==> src/rtl/rv32i_pkg.sv <==
// Shared RV32I constants and writeback requester encoding.
package rv32i_pkg;

   localparam int XLEN       = 32;
   localparam int REG_ADDR_W = 5;
   localparam int NUM_GPR    = 32;

   typedef enum logic {
      REQ_LD = 1'b0,
      REQ_EX = 1'b1
   } req_e;

endpackage

==> src/rtl/rv32i_rr_arb2.sv <==
// Two-way round-robin grant between load-return and execute writebacks.
module rv32i_rr_arb2
   import rv32i_pkg::*;
(
   input  logic clk,
   input  logic rst,
   input  logic req_ld,
   input  logic req_ex,
   output logic gnt_ld,
   output logic gnt_ex,
   output logic gnt_any,
   output req_e gnt_sel
);

   req_e ptr_q;
   req_e ptr_d;
   logic contested;

   always_comb begin
      gnt_ld    = 1'b0;
      gnt_ex    = 1'b0;
      ptr_d     = ptr_q;
      contested = req_ld & req_ex;
      if (!rst) begin
         if (contested) begin
            gnt_ld = (ptr_q == REQ_LD);
            gnt_ex = (ptr_q == REQ_EX);
            // only a contested grant hands priority to the other side
            ptr_d  = (ptr_q == REQ_LD) ? REQ_EX : REQ_LD;
         end else if (req_ld) begin
            gnt_ld = 1'b1;
         end else if (req_ex) begin
            gnt_ex = 1'b1;
         end
      end
      gnt_any = gnt_ld | gnt_ex;
      gnt_sel = gnt_ex ? REQ_EX : REQ_LD;
   end

   always_ff @(posedge clk) begin
      if (rst) begin
         ptr_q <= REQ_LD;
      end else begin
         ptr_q <= ptr_d;
      end
   end

endmodule

==> src/rtl/rv32i_wb_arbiter.sv <==
// Writeback arbiter with pending-register scoreboard.
// Optional same-cycle bypass of the write port: define RV32I_WB_BYPASS_EN.
module rv32i_wb_arbiter
   import rv32i_pkg::*;
(
   input  logic                  I_CLK,
   input  logic                  I_RST,
   input  logic                  I_EX_VALID,
   output logic                  O_EX_READY,
   input  logic [REG_ADDR_W-1:0] I_EX_ADDR,
   input  logic [XLEN-1:0]       I_EX_DATA,
   input  logic                  I_LD_VALID,
   output logic                  O_LD_READY,
   input  logic [REG_ADDR_W-1:0] I_LD_ADDR,
   input  logic [XLEN-1:0]       I_LD_DATA,
   output logic                  O_WR_EN,
   output logic [REG_ADDR_W-1:0] O_DST_ADDR,
   output logic [XLEN-1:0]       O_DST_DATA,
   input  logic                  I_ISSUE_EN,
   input  logic [REG_ADDR_W-1:0] I_ISSUE_ADDR,
   input  logic [REG_ADDR_W-1:0] I_SRC1_ADDR,
   input  logic [REG_ADDR_W-1:0] I_SRC2_ADDR,
   output logic                  O_SRC1_BUSY,
   output logic                  O_SRC2_BUSY,
   output logic                  O_SRC1_FWD,
   output logic                  O_SRC2_FWD
);

   logic gnt_ld;
   logic gnt_ex;
   logic gnt_any;
   req_e gnt_sel;

   logic                  wr_en_q;
   logic                  wr_en_d;
   logic [REG_ADDR_W-1:0] dst_addr_q;
   logic [REG_ADDR_W-1:0] dst_addr_d;
   logic [XLEN-1:0]       dst_data_q;
   logic [XLEN-1:0]       dst_data_d;
   logic [NUM_GPR-1:0]    pending_q;
   logic [NUM_GPR-1:0]    pending_d;

   rv32i_rr_arb2 u_arb (
      .clk     (I_CLK),
      .rst     (I_RST),
      .req_ld  (I_LD_VALID),
      .req_ex  (I_EX_VALID),
      .gnt_ld  (gnt_ld),
      .gnt_ex  (gnt_ex),
      .gnt_any (gnt_any),
      .gnt_sel (gnt_sel)
   );

   assign O_EX_READY = gnt_ex;
   assign O_LD_READY = gnt_ld;

   always_comb begin
      wr_en_d    = 1'b0;
      dst_addr_d = dst_addr_q;
      dst_data_d = dst_data_q;
      if (gnt_any) begin
         dst_addr_d = (gnt_sel == REQ_EX) ? I_EX_ADDR : I_LD_ADDR;
         dst_data_d = (gnt_sel == REQ_EX) ? I_EX_DATA : I_LD_DATA;
         // x0 writes take the slot but never reach the register file
         wr_en_d    = (dst_addr_d != '0);
      end
   end

   always_comb begin
      pending_d = pending_q;
      if (wr_en_q) begin
         pending_d[dst_addr_q] = 1'b0;
      end
      if (I_ISSUE_EN && (I_ISSUE_ADDR != '0)) begin
         pending_d[I_ISSUE_ADDR] = 1'b1;
      end
      pending_d[0] = 1'b0;
   end

   always_ff @(posedge I_CLK) begin
      if (I_RST) begin
         wr_en_q    <= 1'b0;
         dst_addr_q <= '0;
         dst_data_q <= '0;
         pending_q  <= '0;
      end else begin
         wr_en_q    <= wr_en_d;
         dst_addr_q <= dst_addr_d;
         dst_data_q <= dst_data_d;
         pending_q  <= pending_d;
      end
   end

   assign O_WR_EN    = wr_en_q;
   assign O_DST_ADDR = dst_addr_q;
   assign O_DST_DATA = dst_data_q;

`ifdef RV32I_WB_BYPASS_EN
   assign O_SRC1_FWD  = wr_en_q && (dst_addr_q == I_SRC1_ADDR)
                        && (I_SRC1_ADDR != '0);
   assign O_SRC2_FWD  = wr_en_q && (dst_addr_q == I_SRC2_ADDR)
                        && (I_SRC2_ADDR != '0);
   assign O_SRC1_BUSY = pending_q[I_SRC1_ADDR] & ~O_SRC1_FWD;
   assign O_SRC2_BUSY = pending_q[I_SRC2_ADDR] & ~O_SRC2_FWD;
`else
   assign O_SRC1_FWD  = 1'b0;
   assign O_SRC2_FWD  = 1'b0;
   assign O_SRC1_BUSY = pending_q[I_SRC1_ADDR];
   assign O_SRC2_BUSY = pending_q[I_SRC2_ADDR];
`endif

endmodule

==> config.mk <==
export PLATFORM = sky130hd
export DESIGN_NAME = rv32i_wb_arbiter
export DESIGN_NICKNAME = d
export VERILOG_FILES = /design/src/rtl/rv32i_pkg.sv /design/src/rtl/rv32i_rr_arb2.sv /design/src/rtl/rv32i_wb_arbiter.sv
export SDC_FILE = /design/constraint.sdc
export NUM_CORES = 1
export LEC_CHECK = 0
export ABC_CLOCK_PERIOD_IN_PS = 3000
export BUFFER_PORTS_ARGS = -buffer_cell sky130_fd_sc_hd__buf_4
export CAP_MARGIN = 10
export CORE_MARGIN = 3
export CORE_UTILIZATION = 50
export DETAILED_ROUTE_END_ITERATION = 6
export GPL_TIMING_DRIVEN = 0
export PLACE_DENSITY = 0.84
export SYNTH_ARGS = -nofsm -noshare
export SYNTH_HDL_FRONTEND = slang
export SYNTH_HIERARCHICAL = 1
export SYNTH_SLANG_ARGS = --single-unit
==> constraint.sdc <==
create_clock -name I_CLK -period 3 [get_ports I_CLK]
set_clock_uncertainty 0.1 [all_clocks]
set_input_delay 0.3 -clock I_CLK [delete_from_list [all_inputs] [get_ports I_CLK]]
set_output_delay 0.3 -clock I_CLK [all_outputs]
set_load 0.01 [all_outputs]
# == Yosys cells after proc, flatten, opt, wreduce, memory -nomap -nowiden ==
# Index checks and enable logic that the tools add are counted.
# totals
register_bits,71
wordCells,46
in_bits,94
# op_classes
n_bitwise,7
mux,21
reduce_logical,6
order_cmp,6
# op_table
operator,count
32-bit 2-to-1 mux,3
32-bit AND,1
32-bit NOT,1
32-bit bitwise OR,1
5-bit by 6-bit < comparator with 1-bit output (second input constant),4
1-bit 2-to-1 mux,13
1-bit binary-select mux with 5-bit select,2
1-bit demux with 5-bit select,2
5-bit by 1-bit >= comparator with 1-bit output (second input constant),2
5-bit nonzero test,2
5-bit 2-to-1 mux,1
1-bit logical AND,3
1-bit NOT,2
2-bit OR reduction,1
1-bit AND,1
1-bit bitwise OR,1

# == Longest topological paths before layout ==
# Gate-level depths: netlist of the first run.
# depth
ltp_word,9
ltp_mapped,7
ltp_nobuf,5

# == Modules after synthesis ==
# Netlist of the first run, hierarchy kept.
# by_module_without_submodules
mod,cells_each,instances,area_per_inst_um2
rv32i_wb_arbiter,406,1,3518.4
rv32i_rr_arb2,11,1,86.3

# == Worst setup path after synthesis of the first run ==
# OpenSTA, ideal clock, no wires.
# synth_timing
path_kind,input-to-output
startpoint,in I_SRC1_ADDR[0]
endpoint,out O_SRC1_BUSY
stages,5
path_buffers,1
setup_slack_ps,1261
t_required_ps,2600
arrival_time_ps,1339
path_cell_list,buf_2 mux4_2 nand2b_1 o211ai_1 nand4_1
# synth_between
elab_chain_cells,2
# synth_rtl
item,line,rtl
"start, declared",rv32i_wb_arbiter.sv:21,"input logic [REG_ADDR_W-1:0] I_SRC1_ADDR,"
1-bit binary-select mux with 5-bit select,rv32i_wb_arbiter.sv:108,assign O_SRC1_BUSY = pending_q[I_SRC1_ADDR];
1-bit 2-to-1 mux (implied by the code),rv32i_wb_arbiter.sv:108,
"end, declared",rv32i_wb_arbiter.sv:23,"output logic O_SRC1_BUSY,"
# Every way passes these cells. The select of a mux whose other input is x is not followed.

# == Worst setup path after layout of the first run ==
# layout_timing
startpoint,reg pending_q[7]
endpoint,out O_SRC2_BUSY
# layout_between
elab_chain_cells,2
# layout_rtl
item,line,rtl
"start, declared",rv32i_wb_arbiter.sv:40,logic [NUM_GPR-1:0] pending_q;
"start signal, assigned",rv32i_wb_arbiter.sv:90,pending_q <= pending_d;
1-bit binary-select mux with 5-bit select,rv32i_wb_arbiter.sv:109,assign O_SRC2_BUSY = pending_q[I_SRC2_ADDR];
1-bit 2-to-1 mux (implied by the code),rv32i_wb_arbiter.sv:109,
"end, declared",rv32i_wb_arbiter.sv:24,"output logic O_SRC2_BUSY,"
# Every way passes these cells. The select of a mux whose other input is x is not followed.

==> results of run 1 <==
-- worst max-delay path, stage by stage (launching register included) --
cell and delay [ns]:
dfxtp_1 0.32, mux4_2 0.48, nand2b_1 0.16, o211ai_1 0.11, nand4_1 0.12, buf_4 0.16
-- area by class of cell --
| cell class | count | area, um2 | area share |
|---|---|---|---|
| Clock buffer | 12 | 155.1 | 0.03183 |
| Multi-Input combinational cell | 310 | 2031 | 0.4166 |
| Buffer | 34 | 161.4 | 0.03311 |
| Sequential cell | 70 | 1401 | 0.2875 |
| Clock inverter | 1 | 7.507 | 0.001540 |
| Tap cell | 96 | 120.1 | 0.02464 |
| Timing Repair Buffer | 131 | 983.4 | 0.2017 |
| Inverter | 4 | 15.01 | 0.003080 |
-- kinds of logic after synthesis --
logic type | after synthesis
multiplexers | 61
buffers and inverters | 38
AO/OA/AOI/OAI | 121
flip-flops | 70
AND/OR/NAND/NOR | 126
other | 1
-- registers in the layout, indices dropped and copies added (netlist names) --
register     count
O_WR_EN          1
O_DST_ADDR       5
O_DST_DATA      32
u_arb/ptr_q      1
pending_q       31
-- power by group through the flow --
stage	Clock, mW	Sequential [mW]	Combinational, mW
6_report	0.659	1.01	0.444
5_1_grt	0.710	1.01	0.481
4_1_cts	0.658	1.01	0.443
3_5_place_dp	0	1.03	0.443
3_3_place_gp	0	1.02	0.433
2_1_floorplan	0	1.04	0.199
-- stage by stage --
stage,hold WS [ns],instances
floorplan,0.2624,418
global placement,0.3722,645
detailed placement,0.3787,645
CTS,0.04477,658
global route,0.04349,658
finish,0.05026,658
-- layout by cell type, fill, tap and decap left out, types with 11 or more instances in the layout --
cell type	count
clkbuf_8	11
nor2_1	47
a21oi_1	38
nand2_1	37
o21ai_0	31
a211oi_1	40
dfxtp_1	70
mux2i_1	55
clkbuf_1	16
buf_4	137
-- final timing paths --
path,start,end,slack [ns],cells after the start
worst max-delay path,pending_q[7],O_SRC2_BUSY,0.93,5
worst min-delay path,I_RST,u_arb/ptr_q,0.05,2
worst min register to register,O_DST_DATA[2],O_DST_DATA[2],0.38,2
worst max register to register,u_arb/ptr_q,O_DST_ADDR[4],1.16,6
-- routing by layer --
metal	vias to the layer above	wire length, um	global-route usage	part of all wire
met2	181	5552	0.4632	0.51
met5	-	0	0	0
li1	1789	-	-	-
met4	0	267	0.1030	0.024
met1	1711	4207	0.3043	0.38
met3	27	903	0.06417	0.083
==> results.md, run 1 <==
- Clock share of power: 0.313
- Post-synth top cells: dfxtp_1 (70), mux2i_1 (55), nor2_1 (47), a211oi_1 (40), a21oi_1 (38)
- XOR/XNOR Fraction of Synth Area: 0
- Initial antenna violation count: 0
- Area delta synth->final: 35.23%
- Cell type with the largest total area after synthesis: dfxtp_1
- Clk root buf: clkbuf_8
- # fillers: approximately 570
- Distinct cells, synth: 34
- Worst-path clk slew: 0.07 ns
- Pre-CTS setup slack: a little over 1 ns
- Asr flop ratio synth: 0
- Pwr Total: about 2.1 mW
- Synth Area in Simple Gates: 0.1649
- Post-CTS Repair Setup Buffers: 0
- ANT cells: 0
- Die Y: approximately 91 um
- Cell area power density: roughly 430 nW/um2
- Vias in the first global route: 3752
- H-tree Lvls: 3
- Post-synthesis compound-gate area fraction: 0.2062
- Setup TNS: 0 ns
- Crit path kind: flip-flop to output pin
- Worst EP arrival: 1.67 ns
- Post-cts gate resize count: 0
- Routability cong.: ~0.9
- Final Cell Area: just under 5000 um2
- WL/cell: roughly 17 um
- Synth Register Bits: 70
- Rel. slew slack: 0.2397
- Status: finished, final reports clean
- Mux cell area share after synthesis: 0.1902
- Hold_buf cts: 0
- Crit Path Max Fanout: 3
- Post-synthesis adder-cell area fraction: 0
- Router iterations before antenna repair: 4
- Internal: around 1.5 mW
- # IOs: 138
- Proportion of layout cells with a drive suffix above 1: 0.2989
- Drt via density: 5.635
- Site Rows: 30
- Final net count: 654
- RSZ-0062 raised after global routing: no
- Worst vdd ir: between 0.0002 and 0.00025 V
- Syn_area_per_cell: between 8 and 9 um2
- Worst slew pin tran: 1.138 ns
- Final hold violation count: 0
- FMAX: between 400 and 500 MHz
- Synth top area cells: dfxtp_1 (39%), mux2i_1 (15%), a211oi_1 (8.3%)
- HPWL Detailed: 8.631 mm
- Max Cap Viol: 0
- Initial drt markers: 255
- Main synth FF type: dfxtp_1
- Setup slack after layout: 0.9331 ns
- Pins Over Slew Limit: 0
- Fin crit share: 0.6890
- Post-route minimum period: a little over 2 ns
- Die area: roughly 8300 um2
- Total congestion overflow: 0
- Worst-Skew Late Latency: between 0.3 and 0.4 ns
- Final Util: 0.7058
- Sequential element share of the synthesized area: 0.3888
- Combinational fraction of design power: 0.210
- Flop pwr share: 0.477
- Main combinational cell family by area after synthesis: compound AO/OA/AOI/OAI gates
- First-pass GRT wire length: roughly 17 mm
- Overall routed net length: around 11 mm
- Area of the core: between 6000 and 7000 um2
- Total Routing Usage GR: 0.2624
- Leakage: roughly 2 nW
- CTS max path bufs: 2
- Antenna-violating nets left: 0
- Worst setup EP type: output pin
- Hold/Removal Path Class: input pin to flip-flop
- Synth warn: 6
- Largest net degree at the start of global routing: 11
- Setup crit start kind: flip-flop
- Die width: 90.91 um
- Finish-stage setup viols: 0
- Net Switching: 577.4 uW
- Initial Utilization: 0.5219
- Cell Area, Synth: between 3000 and 4000 um2
- Sw frac: 0.2737
- Vias: 3708
- TritonCTS clock tree: built
- CP required: 2.60 ns
- Area share of the largest cell type after synthesis: 0.3888
- Most frequent cell after synthesis: dfxtp_1
- Number of synthesized flops with an enable pin: 0
- Inserted Clock Buffers: 9
- DRC: 0
- Post-DP Area: ~4700 um2
- I/O Buffers: approximately 130
- # clock sinks: 70
- Post-Syn Instances: approximately 420
(Power assumes the default switching activity.)
==> inputs of run 2 (changes only) <==
ABC_CLOCK_PERIOD_IN_PS = 1750   (was 3000)
CORE_UTILIZATION = 44   (was 50)
PLACE_DENSITY = 0.79   (was 0.84)
clock period = 1.75 ns   (was 3 ns; I/O delays follow)
==> results.md, run 2 (synthesis gave the netlist of run 1 again) <==
- Status: finished, violations left (was finished, final reports clean)
- Failing checks: negative setup slack
- CTS max path bufs: 2 (unchanged)
- Commonest non-fill, non-tap cell in the layout: buf_4 (unchanged)
- ANT cells: 0 (unchanged)
- Drt via density: 5.670 (was 5.635)
- Rel. slew slack: 0.3425 (was 0.2397)
- I/O Buffers: 131 (unchanged)
- # clock sinks: 70 (unchanged)
- Critical Path Max Stage Delay: 0.51 ns (was 0.48 ns)
- RR Endpoint: O_WR_EN (was O_DST_ADDR[4])
- Combinational fraction of design power: 0.202 (was 0.210)
- First-pass GRT wire length: 17.68 mm (was 17.44 mm)
- Setup crit start kind: flip-flop (unchanged)
- Worst-path clk slew: 0.08 ns (was 0.07 ns)
- Finish-stage setup viols: 2 (was 0)
- WP buf/inv: 1 (unchanged)
- H-tree Lvls: 3 (unchanged)
- Reg2Reg Depth: 5 (was 6)
- Final hold violation count: 0 (unchanged)
- Total congestion overflow: 0 (unchanged)
- Crit Path Max Fanout: 3 (unchanged)
- Fin crit share: 1.099
- Max FFs per register: 32 (unchanged)
- # IOs: 138 (unchanged)
- Pwr Total: 3.865 mW (was 2.110 mW)
- Worst EP arrival: 1.65 ns (was 1.67 ns)
- Router iterations before antenna repair: 5 (was 4)
- Sw frac: 0.2747 (was 0.2737)
- Clock share of power: 0.351 (was 0.313)
- R2R setup slack: 0.07 ns (was 1.16 ns)
- Worst setup EP type: output pin (unchanged)
- Setup slack after layout: -0.1735 ns (was 0.9331 ns)
- Area of the core: 7848 um2 (was 6907 um2)
- CP required: 1.47 ns (was 2.60 ns)
- Crit path kind: flip-flop to output pin (unchanged)
- DRC: 0 (unchanged)
- Net Switching: 1.062 mW (was 577.4 uW)
- Initial Utilization: 0.4593 (was 0.5219)
- CP delay by family, top: multiplexers (unchanged)
- FMAX: roughly 520 MHz
- Commonest non-fill, non-tap cells in the layout: buf_4 (138), dfxtp_1 (64), mux2i_1 (55) (was buf_4 (137), dfxtp_1 (70), mux2i_1 (55))
- Pins Over Slew Limit: 0 (unchanged)
- Slowest CP cell: mux4_2 (unchanged)
- Hold Slack: 0.01913 ns (was 0.05026 ns)
- Total Routing Usage GR: 0.2495 (was 0.2624)
- WHS Endpoint: u_arb/ptr_q (unchanged)
- Vias in the first global route: 3695 (was 3752)
- Largest net degree at the start of global routing: 13 (was 11)
- Leakage: 2.042 nW (was 1.995 nW)
- Internal: 2.803 mW (was 1.532 mW)
- Die area: 9314 um2 (was 8265 um2)
- Die Y: 96.51 um (was 90.91 um)
- Worst-Skew Late Latency: 0.35 ns (was 0.34 ns)
- Vias: 3793 (was 3708)
- Final Cell Area: 5011 um2 (was 4875 um2)
- Worst vdd ir: 0.0003997 V (was 0.0002246 V)
- Die width: 96.51 um (was 90.91 um)
- Initial antenna violation count: 0 (unchanged)
- Dpl cells: 651 (was 645)
- RSZ-0062 raised after global routing: yes (was no)
- Cell Chain, Critical Path: mux4_2, o2111ai_2, nand4_1, buf_4 (was mux4_2, nand2b_1, o211ai_1, nand4_1, buf_4)
- Hold Path Origin: I_LD_VALID (was I_RST)
- Worst slew pin tran: 0.9841 ns (was 1.138 ns)
- WL/cell: 16.91 um (was 16.61 um)
- Proportion of layout cells with a drive suffix above 1: 0.3298 (was 0.2989)
- Worst r2r src: u_arb/ptr_q (unchanged)
- Hold Path Stages: 3 (was 2)
- Antenna-violating nets left: 0 (unchanged)
- Area delta synth->final: 39.01% (was 35.23%)
- Routability cong.: 0.9071 (was 0.8928)
- HPWL Detailed: 8.667 mm (was 8.631 mm)
- Flop pwr share: 0.447 (was 0.477)
- Post-DP Area: 4720 um2 (was 4712 um2)
- Overall routed net length: 11.31 mm (was 10.93 mm)
- Fin cells: 669 (was 658)
- Max Cap Viol: 0 (unchanged)
- Initial drt markers: 233 (was 255)
- Inserted Clock Buffers: 9 (unchanged)
- Clk root buf: clkbuf_8 (unchanged)
- Hold/Removal Path Class: input pin to flip-flop (unchanged)
- Final net count: 656 (was 654)
- TritonCTS clock tree: built (unchanged)
- Cell area power density: 771.3 nW/um2 (was 432.8 nW/um2)
- Post-route minimum period: 1.923 ns
- Site Rows: 32 (was 30)
- # fillers: 675 (was 568)
run 2: changes by cell type in the layout (fill, tap and decap cells not counted), moves of 2 or more:
cell and change:
clkinv_2 +2, dfxtp_1 -6, dfxtp_2 +6, nand2b_1 -4, nand2b_4 +4, o2111ai_1 -2
o2111ai_2 +2
run 2: repair_timing:
item	in CTS	in global routing
endpoints found under the hold margin	1	0
buffers inserted	0	1
hold buffers	1	0
endpoints found under the setup margin	15	20
gates resized for setup	11	5
pin swaps	6	3
run 2: power groups by stage:
stage	clock [mW]	sequential [mW]	combinational [mW]
finish	1.36	1.73	0.781
global route	1.43	1.74	0.849
global placement	0	1.76	0.745
floorplan	0	1.78	0.342
detailed placement	0	1.76	0.761
CTS	1.37	1.72	0.776
run 2: area by class of cell:
type                    count  area (um2)  share of cell area
plain buffers              34       167.7             0.03346
repair buffers            133        1001              0.1998
flip-flops and latches     70        1409              0.2811
clock buffers              11       151.4             0.03021
multi-input cells         310        2083              0.4157
well taps                 102       127.6             0.02547
inverters                   4       15.01            0.002996
clock inverters             5       56.30             0.01124
run 2: tightest hold or removal path, delay by kind of cell:
kind | cells | cell delay [ns]
AO/OA/AOI/OAI | 2 | 0.15
buffers and inverters | 1 | 0.10
run 2: how the worst max path moves through the flow:
stage | slack, ns | endpoint | start | cells past startpoint
3_5_place_dp | -0.05 | O_DST_DATA[30] | I_LD_VALID | 8
3_3_place_gp | -0.06 | O_DST_DATA[30] | u_arb/ptr_q | 6
2_1_floorplan | 0.1 | O_WR_EN | u_arb/ptr_q | 5
6_report | -0.17 | O_SRC1_BUSY | pending_q[17] | 4
5_1_grt | -0.23 | O_SRC1_BUSY | pending_q[19] | 4
4_1_cts | -0.18 | O_SRC2_BUSY | pending_q[7] | 5
run 2: per-stage QoR:
step                setup WS, ns  utilization  TNS (ns)
detailed placement      -0.04730       0.6014   -0.1756
global route             -0.2314       0.6386   -0.4602
global placement        -0.06145       0.6014   -0.1911
finish                   -0.1735       0.6386   -0.3310
CTS                      -0.1769       0.6358   -0.3407
floorplan                0.09651            -         0
run 2: layer usage:
metal,GRT usage,vias to the layer above,share of wire,wire length [um]
li1,-,1802,-,-
met1,0.2841,1770,0.38,4265
met2,0.4305,188,0.50,5613
met3,0.06274,33,0.095,1073
met4,0.1285,0,0.032,362
met5,0,-,0,0
